### src/rtl/alu_pkg.sv
`default_nettype none
// ============================================================================
// Module      : alu_pkg
// Description : Shared packet constants, FSM state, response type and CRC3.
// Revision    : 1.0 - initial release
// ============================================================================
package alu_pkg;

    localparam int   PKT_BITS      = 11;
    localparam logic PKT_TYPE_DATA = 1'b0;
    localparam logic PKT_TYPE_CTL  = 1'b1;
    localparam int   DATA_BYTES    = 4;

    // Error flag positions in the low copy; the high copy sits ERR_DUP_OFS above.
    localparam int ERR_OP      = 0;
    localparam int ERR_CRC     = 1;
    localparam int ERR_DATA    = 2;
    localparam int ERR_DUP_OFS = 3;

    typedef enum logic [1:0] {
        ST_IDLE = 2'd0,
        ST_DATA = 2'd1,
        ST_CTL  = 2'd2
    } rsp_state_t;

    typedef struct packed {
        logic [31:0] data;
        logic [3:0]  flags;
        logic [5:0]  err;
        logic        is_err;
        logic        chk_ok;
    } rsp_t;

    // x^3+x+1, init 0, message shifted in MSB first.
    function automatic logic [2:0] crc3_calc(input logic [36:0] msg);
        logic [2:0] crc;
        logic       fb;
        crc = 3'b000;
        for (int i = 36; i >= 0; i--) begin
            fb  = crc[2] ^ msg[i];
            crc = {crc[1:0], 1'b0} ^ (fb ? 3'b011 : 3'b000);
        end
        return crc;
    endfunction

endpackage
`default_nettype wire

### src/rtl/alu_rsp_byte_rx.sv
`default_nettype none
// ============================================================================
// Module      : alu_rsp_byte_rx
// Description : 11-bit serial packet receiver; flags packet end on the stop bit.
// Revision    : 1.0 - initial release
// ============================================================================
module alu_rsp_byte_rx
    import alu_pkg::*;
(
    input  logic       clk,
    input  logic       rst_n,
    input  logic       sout,
    output logic       pkt_valid,
    output logic       pkt_type,
    output logic [7:0] pkt_byte,
    output logic       pkt_stop_err,
    output logic       pkt_gap
);

    localparam logic [3:0] STOP_IDX = 4'(PKT_BITS - 2);

    logic       busy_q;
    logic       wait_high_q;
    logic [3:0] bit_cnt_q;
    logic [8:0] shift_q;

    always_ff @(posedge clk) begin
        if (!rst_n) begin
            busy_q      <= 1'b0;
            wait_high_q <= 1'b0;
            bit_cnt_q   <= 4'd0;
            shift_q     <= 9'd0;
        end else if (busy_q) begin
            if (bit_cnt_q == STOP_IDX) begin
                busy_q      <= 1'b0;
                bit_cnt_q   <= 4'd0;
                // A low stop bit cannot be trusted as the next start bit.
                wait_high_q <= ~sout;
            end else begin
                shift_q   <= {shift_q[7:0], sout};
                bit_cnt_q <= bit_cnt_q + 4'd1;
            end
        end else if (wait_high_q) begin
            if (sout) begin
                wait_high_q <= 1'b0;
            end
        end else if (!sout) begin
            busy_q <= 1'b1;
        end
    end

    // Packet fields are presented combinationally while the stop bit is on the line.
    assign pkt_valid    = busy_q && (bit_cnt_q == STOP_IDX);
    assign pkt_type     = shift_q[8];
    assign pkt_byte     = shift_q[7:0];
    assign pkt_stop_err = ~sout;
    assign pkt_gap      = !busy_q && (wait_high_q || sout);

endmodule
`default_nettype wire

### src/rtl/alu_rsp_deserializer.sv
`default_nettype none
// ============================================================================
// Module      : alu_rsp_deserializer
// Description : Decodes ALU response frames (data/error) into single-cycle results.
// Revision    : 1.0 - initial release
// ============================================================================
module alu_rsp_deserializer
    import alu_pkg::*;
#(
    parameter int TIMEOUT = 64
)
(
    input  logic        clk,
    input  logic        rst_n,
    input  logic        sout,
    output logic        rsp_valid,
    output logic [31:0] rsp_data,
    output logic [3:0]  rsp_flags,
    output logic [5:0]  rsp_err,
    output logic        rsp_is_err,
    output logic        rsp_chk_ok,
    output logic        frame_err
);

    localparam int IDLE_W = $clog2(TIMEOUT + 1);
    localparam logic [IDLE_W-1:0] IDLE_LAST = IDLE_W'(TIMEOUT - 1);
    localparam logic [IDLE_W-1:0] IDLE_SAT  = {IDLE_W{1'b1}};
    localparam logic [1:0]        LAST_BYTE = 2'(DATA_BYTES - 1);

    logic       w_pkt_valid;
    logic       w_pkt_type;
    logic [7:0] w_pkt_byte;
    logic       w_pkt_stop_err;
    logic       w_pkt_gap;

    alu_rsp_byte_rx u_byte_rx (
        .clk          (clk),
        .rst_n        (rst_n),
        .sout         (sout),
        .pkt_valid    (w_pkt_valid),
        .pkt_type     (w_pkt_type),
        .pkt_byte     (w_pkt_byte),
        .pkt_stop_err (w_pkt_stop_err),
        .pkt_gap      (w_pkt_gap)
    );

    rsp_state_t        state_q;
    logic [1:0]        byte_idx_q;
    logic [31:0]       data_q;
    logic [IDLE_W-1:0] idle_cnt_q;
    rsp_t              rsp_q;
    logic              rsp_valid_q;
    logic              frame_err_q;

    logic       w_is_ctl;
    logic       w_err_frame;
    logic [3:0] w_flags;
    logic       w_crc_ok;
    logic [5:0] w_err;
    logic       w_par_ok;
    logic       w_dup_ok;

    assign w_is_ctl    = (w_pkt_type == PKT_TYPE_CTL);
    assign w_err_frame = w_pkt_byte[7];
    assign w_flags     = w_pkt_byte[6:3];
    assign w_crc_ok    = (crc3_calc({data_q, 1'b0, w_flags}) == w_pkt_byte[2:0]);
    assign w_err       = w_pkt_byte[6:1];
    assign w_par_ok    = ~^w_pkt_byte;
    assign w_dup_ok    = (w_err[ERR_DATA+ERR_DUP_OFS:ERR_OP+ERR_DUP_OFS] == w_err[ERR_DATA:ERR_OP]);

    always_ff @(posedge clk) begin
        if (!rst_n) begin
            state_q     <= ST_IDLE;
            byte_idx_q  <= 2'd0;
            data_q      <= 32'd0;
            idle_cnt_q  <= '0;
            rsp_q       <= '0;
            rsp_valid_q <= 1'b0;
            frame_err_q <= 1'b0;
        end else begin
            rsp_valid_q <= 1'b0;
            frame_err_q <= 1'b0;

            // Inter-packet gap supervision only applies inside a response.
            if (state_q == ST_IDLE || !w_pkt_gap) begin
                idle_cnt_q <= '0;
            end else if (idle_cnt_q == IDLE_LAST) begin
                idle_cnt_q  <= '0;
                frame_err_q <= 1'b1;
                state_q     <= ST_IDLE;
            end else if (idle_cnt_q != IDLE_SAT) begin
                idle_cnt_q <= idle_cnt_q + 1'b1;
            end

            if (w_pkt_valid) begin
                if (w_pkt_stop_err) begin
                    frame_err_q <= 1'b1;
                    state_q     <= ST_IDLE;
                end else begin
                    case (state_q)
                        ST_IDLE: begin
                            if (w_is_ctl) begin
                                if (w_err_frame) begin
                                    rsp_valid_q   <= 1'b1;
                                    rsp_q.data    <= 32'd0;
                                    rsp_q.flags   <= 4'd0;
                                    rsp_q.err     <= w_err;
                                    rsp_q.is_err  <= 1'b1;
                                    rsp_q.chk_ok  <= w_par_ok && w_dup_ok;
                                end else begin
                                    frame_err_q <= 1'b1;
                                end
                            end else begin
                                data_q     <= {data_q[23:0], w_pkt_byte};
                                byte_idx_q <= 2'd1;
                                state_q    <= ST_DATA;
                            end
                        end
                        ST_DATA: begin
                            if (w_is_ctl) begin
                                frame_err_q <= 1'b1;
                                state_q     <= ST_IDLE;
                            end else begin
                                data_q <= {data_q[23:0], w_pkt_byte};
                                if (byte_idx_q == LAST_BYTE) begin
                                    state_q <= ST_CTL;
                                end else begin
                                    byte_idx_q <= byte_idx_q + 2'd1;
                                end
                            end
                        end
                        ST_CTL: begin
                            if (w_is_ctl && !w_err_frame) begin
                                rsp_valid_q  <= 1'b1;
                                rsp_q.data   <= data_q;
                                rsp_q.flags  <= w_flags;
                                rsp_q.err    <= 6'd0;
                                rsp_q.is_err <= 1'b0;
                                rsp_q.chk_ok <= w_crc_ok;
                            end else begin
                                frame_err_q <= 1'b1;
                            end
                            state_q <= ST_IDLE;
                        end
                        default: begin
                            state_q <= ST_IDLE;
                        end
                    endcase
                end
            end
        end
    end

    assign rsp_valid  = rsp_valid_q;
    assign rsp_data   = rsp_q.data;
    assign rsp_flags  = rsp_q.flags;
    assign rsp_err    = rsp_q.err;
    assign rsp_is_err = rsp_q.is_err;
    assign rsp_chk_ok = rsp_q.chk_ok;
    assign frame_err  = frame_err_q;

endmodule
`default_nettype wire

### config.mk
export PLATFORM = sky130hd
export DESIGN_NAME = alu_rsp_deserializer
export DESIGN_NICKNAME = d
export VERILOG_FILES = /design/src/rtl/alu_pkg.sv /design/src/rtl/alu_rsp_byte_rx.sv /design/src/rtl/alu_rsp_deserializer.sv
export SDC_FILE = /design/constraint.sdc
export NUM_CORES = 1
export LEC_CHECK = 0
export ABC_AREA = 1
export ABC_CLOCK_PERIOD_IN_PS = 5100
export CAP_MARGIN = 20
export CORE_ASPECT_RATIO = 0.7
export CORE_MARGIN = 2
export CORE_UTILIZATION = 55
export DETAILED_ROUTE_END_ITERATION = 7
export PLACE_DENSITY_LB_ADDON = 0.3
export SLEW_MARGIN = 10
export SYNTH_ARGS = -nofsm -noshare
export SYNTH_HDL_FRONTEND = slang
export SYNTH_SLANG_ARGS = --single-unit
### constraint.sdc
create_clock -name clk -period 5.1 [get_ports clk]
set_input_delay 1.275 -clock clk [delete_from_list [all_inputs] [get_ports clk]]
set_output_delay 1.275 -clock clk [all_outputs]
set_load 0.03 [all_outputs]
==> metrics.cfg, run 1 <==
[clock_network]
htree_levels=3
cts_root_buf=clkbuf_16
cts_buffers=9
insertion_delay_ns=0.35
cts_sinks=104
cts_tree=done
clkTransAtPathRegs_ns=0.06
clockBufferDepth=2
post_cts_buffers=0
hold_buffers=0
ctsResizeCount=0

[sta]
fin_tns_setup_ns=0
finClkSkew_ns=0.00475
hold_viol=0
period_needed_ns=4.31
hold_slack_ns=0.467
fin_crit_sh_pct=84.5
timing.fmax_ghz=0.232
relSlewSlack_pct=49.8
drv_slew=0
timing.final.ws_setup_ns=0.788
worst_pin_slew_ns=0.753
setup_viol=0
grt_setup_unrepaired=false

[power]
vdd_ir_drop_max_mv=0.182
power-per-cell-area_nw_per_um2=265
cellLeakagePower_nw=2.60

[place]
io_buffers=48
place_congestion=0.950
hpwl_mm=9.60
dp_slack_ns=0.921
place_area_um2=5860
place_inst=907

[setup_path]
r2r_setup_slack_ns=0.79
start_kind=flop
regToRegEndpoint=rsp_chk_ok
crit_top_cell=nand2_1
rr_startpoint=data_q[28]
crit_start=data_q[28]
end_kind=flop
critPathMaxStageDelay_ns=0.49
required_ns=5.38
crit_type=flop to flop
cp_max_fo=7
crit_arrival_ns=4.59
cp_slowest_cell=dfxtp_1
reg2reg_depth=42

[synth]
syn_inst=760
synth.yosys.seq_area_share_pct=39.3
ys_seq_elements=104
synth.distinct_cells=32
synthesis.area_um2=5300
synth_area_per_cell_um2=6.97
synth_nets=765
ys_warn_count=0

[global_routing]
antenna_found_initial=0
grt_use_total_pct=27.0
grt_pass1_vias=4931
grt_max_degree=83
grt_pass1_wl_mm=22.7
gr-total-overflow=0

[finish]
syn_to_final_growth_pct=16.6
fillers=777
finalInstanceArea_um2=6180
final_cell_count_no_fill=923
drive_gt1_share_pct=10.8
fin_nets=799
antenna_cells=0

[routing]
drtAntennaViolNets=0
viasPerCell=5.74
wire_per_inst_um=14.7
vias=5296
drt_iter0_markers=499
first_pass_iters=5
drt-total-wl_mm=13.6
drcViolationCount=0

[floorplanning]
dieArea_um2=10500
die_h_um=86.1
core_area_um2=9220
dieWidth_um=121
io_pins=49
rows=29
initial_utilization_pct=57.5

[outcome]
run_status=finished clean

[min_path]
hp-class=flop to flop
worstHoldStart=rsp_err[1]
hold-path-endpoint=rsp_err[1]
hold_depth=2

[run]
maxCapViolations=0

[sequential cells by signal (all words and copies together) (netlist names)]
name                   flops
state_q                    2
byte_idx_q                 2
frame_err                  1
u_byte_rx.shift_q          9
u_byte_rx.bit_cnt_q        4
idle_cnt_q                 7
rsp_chk_ok                 1
rsp_is_err                 1
u_byte_rx.wait_high_q      1
data_q                    32
rsp_flags                  4
rsp_data                  32
u_byte_rx.busy_q           1
rsp_err                    6
rsp_valid                  1
[metal layers]
layer,track usage [%],vias up,share of wire [%]
met3,6.18,24,7.9
met1,35.3,2474,44
met4,5.96,0,1.6
li1,-,2589,-
met5,0,-,0
met2,45.8,209,47
[area by class of cell]
class / instances / area [um2] / area share (%)
well taps: 124 / 155 / 2.51
clock inverters: 5 / 80.1 / 1.30
flip-flops and latches: 104 / 2080 / 33.7
multi-input cells: 539 / 2780 / 44.9
repair buffers: 53 / 513 / 8.30
clock buffers: 11 / 243 / 3.93
inverters: 87 / 329 / 5.32
[synth_stat cells (all sizes together)]
library cell | number | share of area (%)
nand2 | 213 | 17
nand3 | 125 | 13
dfxtp | 104 | 39
inv | 86 | 6.1
a21oi | 54 | 5.2
o21ai | 50 | 4.7
o31ai | 34 | 4.8
nor2 | 26 | 1.8
clkbuf | 25 | 1.8
xor2 | 9 | 1.5
xnor2 | 6 | 0.99
buf | 5 | 0.42
nand4 | 3 | 0.35
nor3 | 3 | 0.28
a211oi | 2 | 0.28
a221oi | 2 | 0.33
a31oi | 2 | 0.24
ha | 2 | 0.47
nand3b | 2 | 0.35
o211ai | 2 | 0.28
clkinv | 1 | 0.071
o22ai | 1 | 0.12
o32ai | 1 | 0.17
or2 | 1 | 0.12
xnor3 | 1 | 0.42
[cells in the final DEF (no fill, tap or decap), drive strengths merged, types with 3 or more instances in the layout]
cell / netlist / layout
nand4: 3 / 3
o21ai: 50 / 50
nand3: 125 / 125
dfxtp: 104 / 104
clkdlybuf4s50: 0 / 47
inv: 86 / 86
o31ai: 34 / 34
nand2: 213 / 213
nor3: 3 / 3
clkbuf: 25 / 11
a21oi: 54 / 54
buf: 5 / 6
xor2: 9 / 9
xnor2: 6 / 6
nor2: 26 / 26
[metrics by stage]
step	util, %	total power (W)
floorplan	-	0.000896
global placement	63.5	0.000909
detailed placement	63.5	0.000911
CTS	67.1	0.00164
global route	67.1	0.00169
finish	67.1	0.00164
[worst max path at each step]
| stage | slack (ns) | end |
|---|---|---|
| floorplan | 1.62 | rsp_chk_ok |
| global placement | 1.25 | rsp_chk_ok |
| detailed placement | 0.92 | rsp_chk_ok |
| CTS | 0.87 | rsp_chk_ok |
| global route | 0.22 | rsp_chk_ok |
| finish | 0.79 | rsp_chk_ok |
[worst max-delay path: cells and delay by family, from the launching register on]
family | cells | cell delay, ns
and+or+nand+nor | 37 | 3.42
buffers and inverters | 4 | 0.25
DFF | 1 | 0.49
AOI/OAI and AO/OA | 1 | 0.10
[power by group]
part / switching [W] / total, W / internal [W]
sequential: 0.0000109 / 0.000830 / 0.000819
combinational: 0.0000439 / 0.0000657 / 0.0000218
clock: 0.000300 / 0.000742 / 0.000443
[kinds of logic after synthesis]
logic type | Yosys count | share of synthesized area (%)
buffers and inverters | 117 | 8.40
adders and majority gates | 2 | 0.472
AOI/OAI and AO/OA | 148 | 16.1
DFF | 104 | 39.3
and+or+nand+nor | 373 | 32.8
xor gates and xnor gates | 16 | 2.90
Note: power is estimated with default switching activity, not from simulation.
==> run 2, diff against run 1 <==
--- a/config.mk
+++ b/config.mk
@@ -6,7 +6,7 @@
 export NUM_CORES = 1
 export LEC_CHECK = 0
 export ABC_AREA = 1
-export ABC_CLOCK_PERIOD_IN_PS = 5100
+export ABC_CLOCK_PERIOD_IN_PS = 4330
 export CAP_MARGIN = 20
 export CORE_ASPECT_RATIO = 0.7
 export CORE_MARGIN = 2
==> constraint.sdc (replaced) <==
create_clock -name clk -period 4.33 [get_ports clk]
set_input_delay 1.0825 -clock clk [delete_from_list [all_inputs] [get_ports clk]]
set_output_delay 1.0825 -clock clk [all_outputs]
set_load 0.03 [all_outputs]
==> run 2 against run 1 <==
  * Clock skew increased by 0.0016 ns
  * Fmax up 3.1%
  * Clock power up 1%
  * Sequential power is 18% higher
  * Clock-buffer cell count decreased by 1
  * Critical path type unchanged
  * Critical endpoint unchanged
  * Highest routed layer unchanged
==> metrics.cfg, run 2 (synthesized netlist as in run 1, its figures left out) <==
[routing]
wire_per_inst_um=15.4  ; was 14.7 um
drcViolationCount=0  ; unchanged
drtAntennaViolNets=0  ; unchanged
drt_iter0_markers=465  ; was 499
first_pass_iters=5  ; unchanged
drt-total-wl_mm=14.2  ; was 13.6 mm
viasPerCell=5.75  ; was 5.74
vias=5333  ; was 5296

[global_routing]
grt_pass1_vias=4541  ; was 4931
antenna_found_initial=0  ; unchanged
grt_pass1_wl_mm=20.9  ; was 22.7 mm
grt_most_used_layer=met2  ; unchanged
grt_use_total_pct=24.9  ; was 27.0%
grt_max_degree=83  ; unchanged
grt_use_met3_pct=5.45  ; was 6.18%
grtUsageMet1_pct=33.4  ; was 35.3%
met2_usage_pct=40.8  ; was 45.8%
gr-total-overflow=0  ; unchanged

[floorplanning]
io_pins=49  ; unchanged
core_area_um2=9220  ; unchanged
dieArea_um2=10500  ; unchanged
die_h_um=86.1  ; unchanged
dieWidth_um=121  ; unchanged
initial_utilization_pct=57.5  ; unchanged
rows=29  ; unchanged

[clock_network]
clockBufferDepth=2  ; unchanged
cts_buffers=9  ; unchanged
cts_sinks=104  ; unchanged
clkTransAtPathRegs_ns=0.07  ; was 0.06 ns
cts_tree=done  ; unchanged
cts_root_buf=clkbuf_16  ; unchanged
insertion_delay_ns=0.35  ; about the same
htree_levels=3  ; unchanged

[power]
cellLeakagePower_nw=2.73  ; was 2.60 nW
seq_power_share_pct=53.9  ; was 50.7%
p_int_w=0.00139  ; was 0.00128 W
comb_power_share_pct=4.6  ; was 4.0%
vdd_ir_drop_max_mv=0.223  ; was 0.182 mV
pwr-share-clk_pct=41.5  ; was 45.3%
power-per-cell-area_nw_per_um2=274  ; was 265 nW/um2
p_sw_share_pct=23.1  ; was 21.6%
switchingPower_w=0.000419  ; was 0.000354 W
finalPower_w=0.00181  ; was 0.00164 W

[min_path]
worstHoldStart=rsp_err[0]  ; was rsp_err[1]
hold_depth=2  ; unchanged
hold-path-endpoint=rsp_err[0]  ; was rsp_err[1]
hp-class=flop to flop  ; unchanged

[finish]
final_cell_count_no_fill=927  ; was 923
layout_common_cells=133 x nand2_1, 98 x dfxtp_1, 89 x nand3_1  ; was 174 x nand2_1, 112 x nand3_1, 104 x dfxtp_1
antenna_cells=0  ; unchanged
final_common_cell=nand2_1  ; unchanged
fin_nets=804  ; was 799
finalInstanceArea_um2=6600  ; was 6180 um2
drive_gt1_share_pct=20.5  ; was 10.8%
syn_to_final_growth_pct=24.5  ; was 16.6%

[sta]
drv_slew=0  ; unchanged
finClkSkew_ns=0.00638  ; was 0.00475 ns
relSlewSlack_pct=51.6  ; was 49.8%
worst_pin_slew_ns=0.725  ; was 0.753 ns
hold_slack_ns=0.464  ; was 0.467 ns
timing.fmax_ghz=0.239  ; was 0.232 GHz
hold_viol=0  ; unchanged
period_needed_ns=4.18  ; was 4.31 ns
fin_crit_sh_pct=96.6  ; was 84.5%
setup_viol=0  ; unchanged

[setup_path]
end_kind=flop  ; unchanged
reg2reg_depth=45  ; was 42
required_ns=4.56  ; was 5.38 ns
critPathMaxStageDelay_ns=0.41  ; was 0.49 ns
regToRegEndpoint=rsp_chk_ok  ; unchanged
cp_slowest_cell=dfxtp_4  ; was dfxtp_1
cp_max_fo=7  ; unchanged
start_kind=flop  ; unchanged
crit_type=flop to flop  ; unchanged
rr_startpoint=data_q[28]  ; unchanged
r2r_setup_slack_ns=0.15  ; was 0.79 ns
crit_arrival_ns=4.41  ; was 4.59 ns

[outcome]
run_status=finished clean  ; unchanged

[place]
hpwl_mm=9.35  ; was 9.60 mm
place_inst=907  ; unchanged
place_congestion=0.936  ; was 0.950
io_buffers=48  ; unchanged
place_area_um2=5860  ; unchanged

[run]
maxCapViolations=0  ; unchanged

==> run 2: changes by cell type in the layout (fill, tap and decap cells not counted), moves of 6 or more <==
cell	previous run	this run
dfxtp_1	104	98
nand2_1	174	133
nand2_2	39	61
nand2_4	0	19
nand3_1	112	89
nand3_2	13	26
nand3_4	0	10
==> run 2: area by class of cell <==
cell class	instances	area, um2
multi-input cells	539	3190
fillers	685	2620
flip-flops and latches	104	2100
repair buffers	58	551
inverters	87	334
clock buffers	10	239
well taps	124	155
clock inverters	5	31.3
==> run 2: what timing repair did <==
item | CTS | global route
buffers inserted | 0 | 5
resized for setup | 0 | 109
hold buffers | 0 | 0
setup endpoints to repair | 0 | 1
==> run 2: critical path: cells and delay by family (launching register included) <==
kind,cells,cell delay [ns]
and+or+nand+nor,39,3.28
DFF,1,0.41
buffers and inverters,5,0.30
AOI/OAI and AO/OA,1,0.05
==> run 2: how the worst max path moves through the flow <==
stage	start	endpoint
finish	data_q[28]	rsp_chk_ok
global placement	data_q[28]	rsp_chk_ok
CTS	data_q[28]	rsp_chk_ok
global route	data_q[28]	rsp_chk_ok
floorplan	data_q[28]	rsp_chk_ok
detailed placement	data_q[28]	rsp_chk_ok
==> run 2: metrics by stage <==
| stage | util (%) | TNS, ns | setup slack [ns] |
|---|---|---|---|
| after floorplan | - | 0 | 0.848 |
| after global placement | 63.5 | 0 | 0.451 |
| after detailed placement | 63.5 | 0 | 0.189 |
| after CTS | 66.5 | 0 | 0.143 |
| after global routing | 71.6 | -0.125 | -0.125 |
| final | 71.6 | 0 | 0.147 |
==> run 2: power by group through the flow <==
stage	Combinational, W	Clock (W)	Sequential, W
after floorplan	0.0000620	0	0.000993
after global placement	0.0000730	0	0.000998
after detailed placement	0.0000757	0	0.000999
after CTS	0.0000766	0.000761	0.000977
after global routing	0.0000923	0.000800	0.000976
final	0.0000823	0.000752	0.000976
==> run 2: metal layers <==
metal  vias to the layer above  wire, um
li1                       2605         -
met5                         -         0
met4                         0       223
met1                      2504      6210
met2                       199      6980
met3                        25       841
==> run 3, diff against run 2 <==
--- a/config.mk
+++ b/config.mk
@@ -10,7 +10,7 @@
 export CAP_MARGIN = 20
 export CORE_ASPECT_RATIO = 0.7
 export CORE_MARGIN = 2
-export CORE_UTILIZATION = 55
+export CORE_UTILIZATION = 34
 export DETAILED_ROUTE_END_ITERATION = 7
 export PLACE_DENSITY_LB_ADDON = 0.3
 export SLEW_MARGIN = 10
==> run 3 against run 2 <==
  * Utilization fell by 27 points
  * Die area rose by 59%
  * Combinational power fell by 2.6%
  * Routed wire length fell by 0.99%
  * Critical path depth fell by 3
  * Setup slack improved by 0.11 ns
  * Design area rose by 3.7%
  * Clock power rose by 17%
  * Largest cell class unchanged
==> metrics.cfg, run 3 (synthesized netlist as in run 1, its figures left out) <==
[outcome]
run_status=finished clean  ; unchanged

[sta]
relSlewSlack_pct=47.8  ; was 51.6%
setup_viol=0  ; unchanged
timing.final.ws_setup_ns=0.254  ; was 0.147 ns
hold_slack_ns=0.467  ; was 0.464 ns
fin_crit_sh_pct=94.1  ; was 96.6%
drv_slew=0  ; unchanged
hold_viol=0  ; unchanged
period_needed_ns=4.08  ; was 4.18 ns
worst_pin_slew_ns=0.783  ; was 0.725 ns
finClkSkew_ns=0.00989  ; was 0.00638 ns
timing.fmax_ghz=0.245  ; was 0.239 GHz

[routing]
first_pass_iters=7  ; was 5
viasPerCell=5.10  ; was 5.75
drcViolationCount=0  ; unchanged
drtAntennaViolNets=0  ; unchanged
wire_per_inst_um=14.0  ; was 15.4 um
drt-total-wl_mm=14.1  ; was 14.2 mm
vias=5128  ; was 5333
drt_iter0_markers=352  ; was 465

[finish]
antenna_cells=0  ; unchanged
layout_common_cells=122 x nand2_1, 98 x dfxtp_1, 88 x nand3_1  ; was 133 x nand2_1, 98 x dfxtp_1, 89 x nand3_1
final_common_cell=nand2_1  ; unchanged
fin_nets=806  ; was 804
drive_gt1_share_pct=22.6  ; was 20.5%
final_util_pct=44.5  ; was 71.6%
syn_to_final_growth_pct=29.0  ; was 24.5%

[global_routing]
grt_max_degree=83  ; unchanged
antenna_found_initial=0  ; unchanged
grt_pass1_vias=4428  ; was 4541
grt_use_total_pct=16.3  ; was 24.9%
grt_pass1_wl_mm=22.1  ; was 20.9 mm
gr-total-overflow=0  ; unchanged

[setup_path]
required_ns=4.62  ; was 4.56 ns
regToRegEndpoint=rsp_chk_ok  ; unchanged
cp.depth=42  ; was 45
critPathMaxStageDelay_ns=0.39  ; was 0.41 ns
cp_max_fo=6  ; was 7
crit_family=simple AND/OR/NAND/NOR gates  ; unchanged
reg2reg_depth=42  ; was 45
crit_start=data_q[29]  ; was data_q[28]
r2r_setup_slack_ns=0.25  ; was 0.15 ns
crit_buf_inv=3  ; was 5
end_kind=flop  ; unchanged
rr_startpoint=data_q[29]  ; was data_q[28]
crit_type=flop to flop  ; unchanged
cp_slowest_cell=dfxtp_4  ; unchanged
start_kind=flop  ; unchanged
worstSetupEndpoint=rsp_chk_ok  ; unchanged
crit_arrival_ns=4.37  ; was 4.41 ns

[min_path]
hold_depth=2  ; unchanged
hp-class=flop to flop  ; unchanged

[clock_network]
cts_root_buf=clkbuf_16  ; unchanged
htree_levels=3  ; unchanged
clkTransAtPathRegs_ns=0.07  ; about the same
clockBufferDepth=2  ; unchanged
hold_buffers=0  ; unchanged
insertion_delay_ns=0.35  ; about the same
cts_buffers=9  ; unchanged
cts_sinks=104  ; unchanged
cts_tree=done  ; unchanged

[place]
io_buffers=48  ; unchanged
place_congestion=0.882  ; was 0.936
dp_slack_ns=0.223  ; was 0.189 ns
hpwl_mm=9.53  ; was 9.35 mm

[power]
cellLeakagePower_nw=2.79  ; was 2.73 nW
comb_power_share_pct=4.1  ; was 4.6%
pwr-share-clk_pct=45.5  ; was 41.5%
p_sw_share_pct=22.6  ; was 23.1%
p_int_w=0.00150  ; was 0.00139 W
vdd_ir_drop_max_mv=0.142  ; was 0.223 mV
power-per-cell-area_nw_per_um2=283  ; was 274 nW/um2
switchingPower_w=0.000436  ; was 0.000419 W
seq_power_share_pct=50.4  ; was 53.9%

[floorplanning]
core_area_um2=15400  ; was 9220 um2
io_pins=49  ; unchanged
dieWidth_um=153  ; was 121 um
dieArea_um2=16600  ; was 10500 um2
initial_utilization_pct=34.5  ; was 57.5%
die_h_um=108  ; was 86.1 um
rows=38  ; was 29

[run]
maxCapViolations=0  ; unchanged

-- run 3: cell count changes in the layout (fill, tap and decap cells not counted), sizes merged --
cell / delta
clkinvlp: +1
bufinv: +2
buf: +2
clkinv: -2
-- run 3: power by group through the flow --
| stage | sequential (W) | clock, W | combinational (W) |
|---|---|---|---|
| 5_1_grt | 0.000976 | 0.000946 | 0.0000922 |
| 2_1_floorplan | 0.000993 | 0 | 0.0000620 |
| 3_5_place_dp | 0.000999 | 0 | 0.0000760 |
| 3_3_place_gp | 0.000999 | 0 | 0.0000756 |
| 4_1_cts | 0.000977 | 0.000900 | 0.0000763 |
| 6_report | 0.000975 | 0.000880 | 0.0000802 |
-- run 3: metrics by stage --
stage | TNS, ns | area (um2) | instances | power, W
global route | -0.101 | 6840 | 1006 | 0.00201
global placement | 0 | 5960 | 984 | 0.00107
finish | 0 | 6840 | 1006 | 0.00193
floorplan | 0 | 5300 | 760 | 0.00106
detailed placement | 0 | 5960 | 984 | 0.00108
CTS | 0 | 6280 | 1000 | 0.00195
-- run 3: final cells by class --
| class | count | area [um2] |
|---|---|---|
| Sequential cell | 104 | 2100 |
| Tap cell | 200 | 250 |
| Inverter | 87 | 339 |
| Timing Repair Buffer | 60 | 566 |
| Multi-Input combinational cell | 539 | 3260 |
| Clock inverter | 6 | 92.6 |
| Fill cell | 1539 | 8520 |
| Clock buffer | 10 | 229 |
-- run 3: repair_timing --
action	CTS	global route
buffers inserted	0	6
setup endpoints to repair	0	1
resized for setup	0	135
-- run 3: layer usage --
layer / global-route usage [%] / up-vias / routed length, um
met2: 25.4 / 109 / 6510
met1: 23.0 / 2378 / 6910
met4: 4.37 / 0 / 104
met5: 0 / - / 0
met3: 3.41 / 10 / 583
li1: - / 2631 / -
-- run 3: worst min-delay path by stage --
stage	slack, ns	start	end
after floorplan	0.44	byte_idx_q[0]	byte_idx_q[0]
after global placement	0.46	rsp_err[5]	rsp_err[5]
after detailed placement	0.46	rsp_is_err	rsp_is_err
after CTS	0.47	rsp_err[5]	rsp_err[5]
after global routing	0.50	rsp_err[4]	rsp_err[4]
final	0.47	rsp_err[5]	rsp_err[5]
-- run 3: tightest hold or removal path: stages, from the launching register on --
cell     delay [ns]
dfxtp_1        0.31
nand2_1        0.06
a21oi_1        0.05
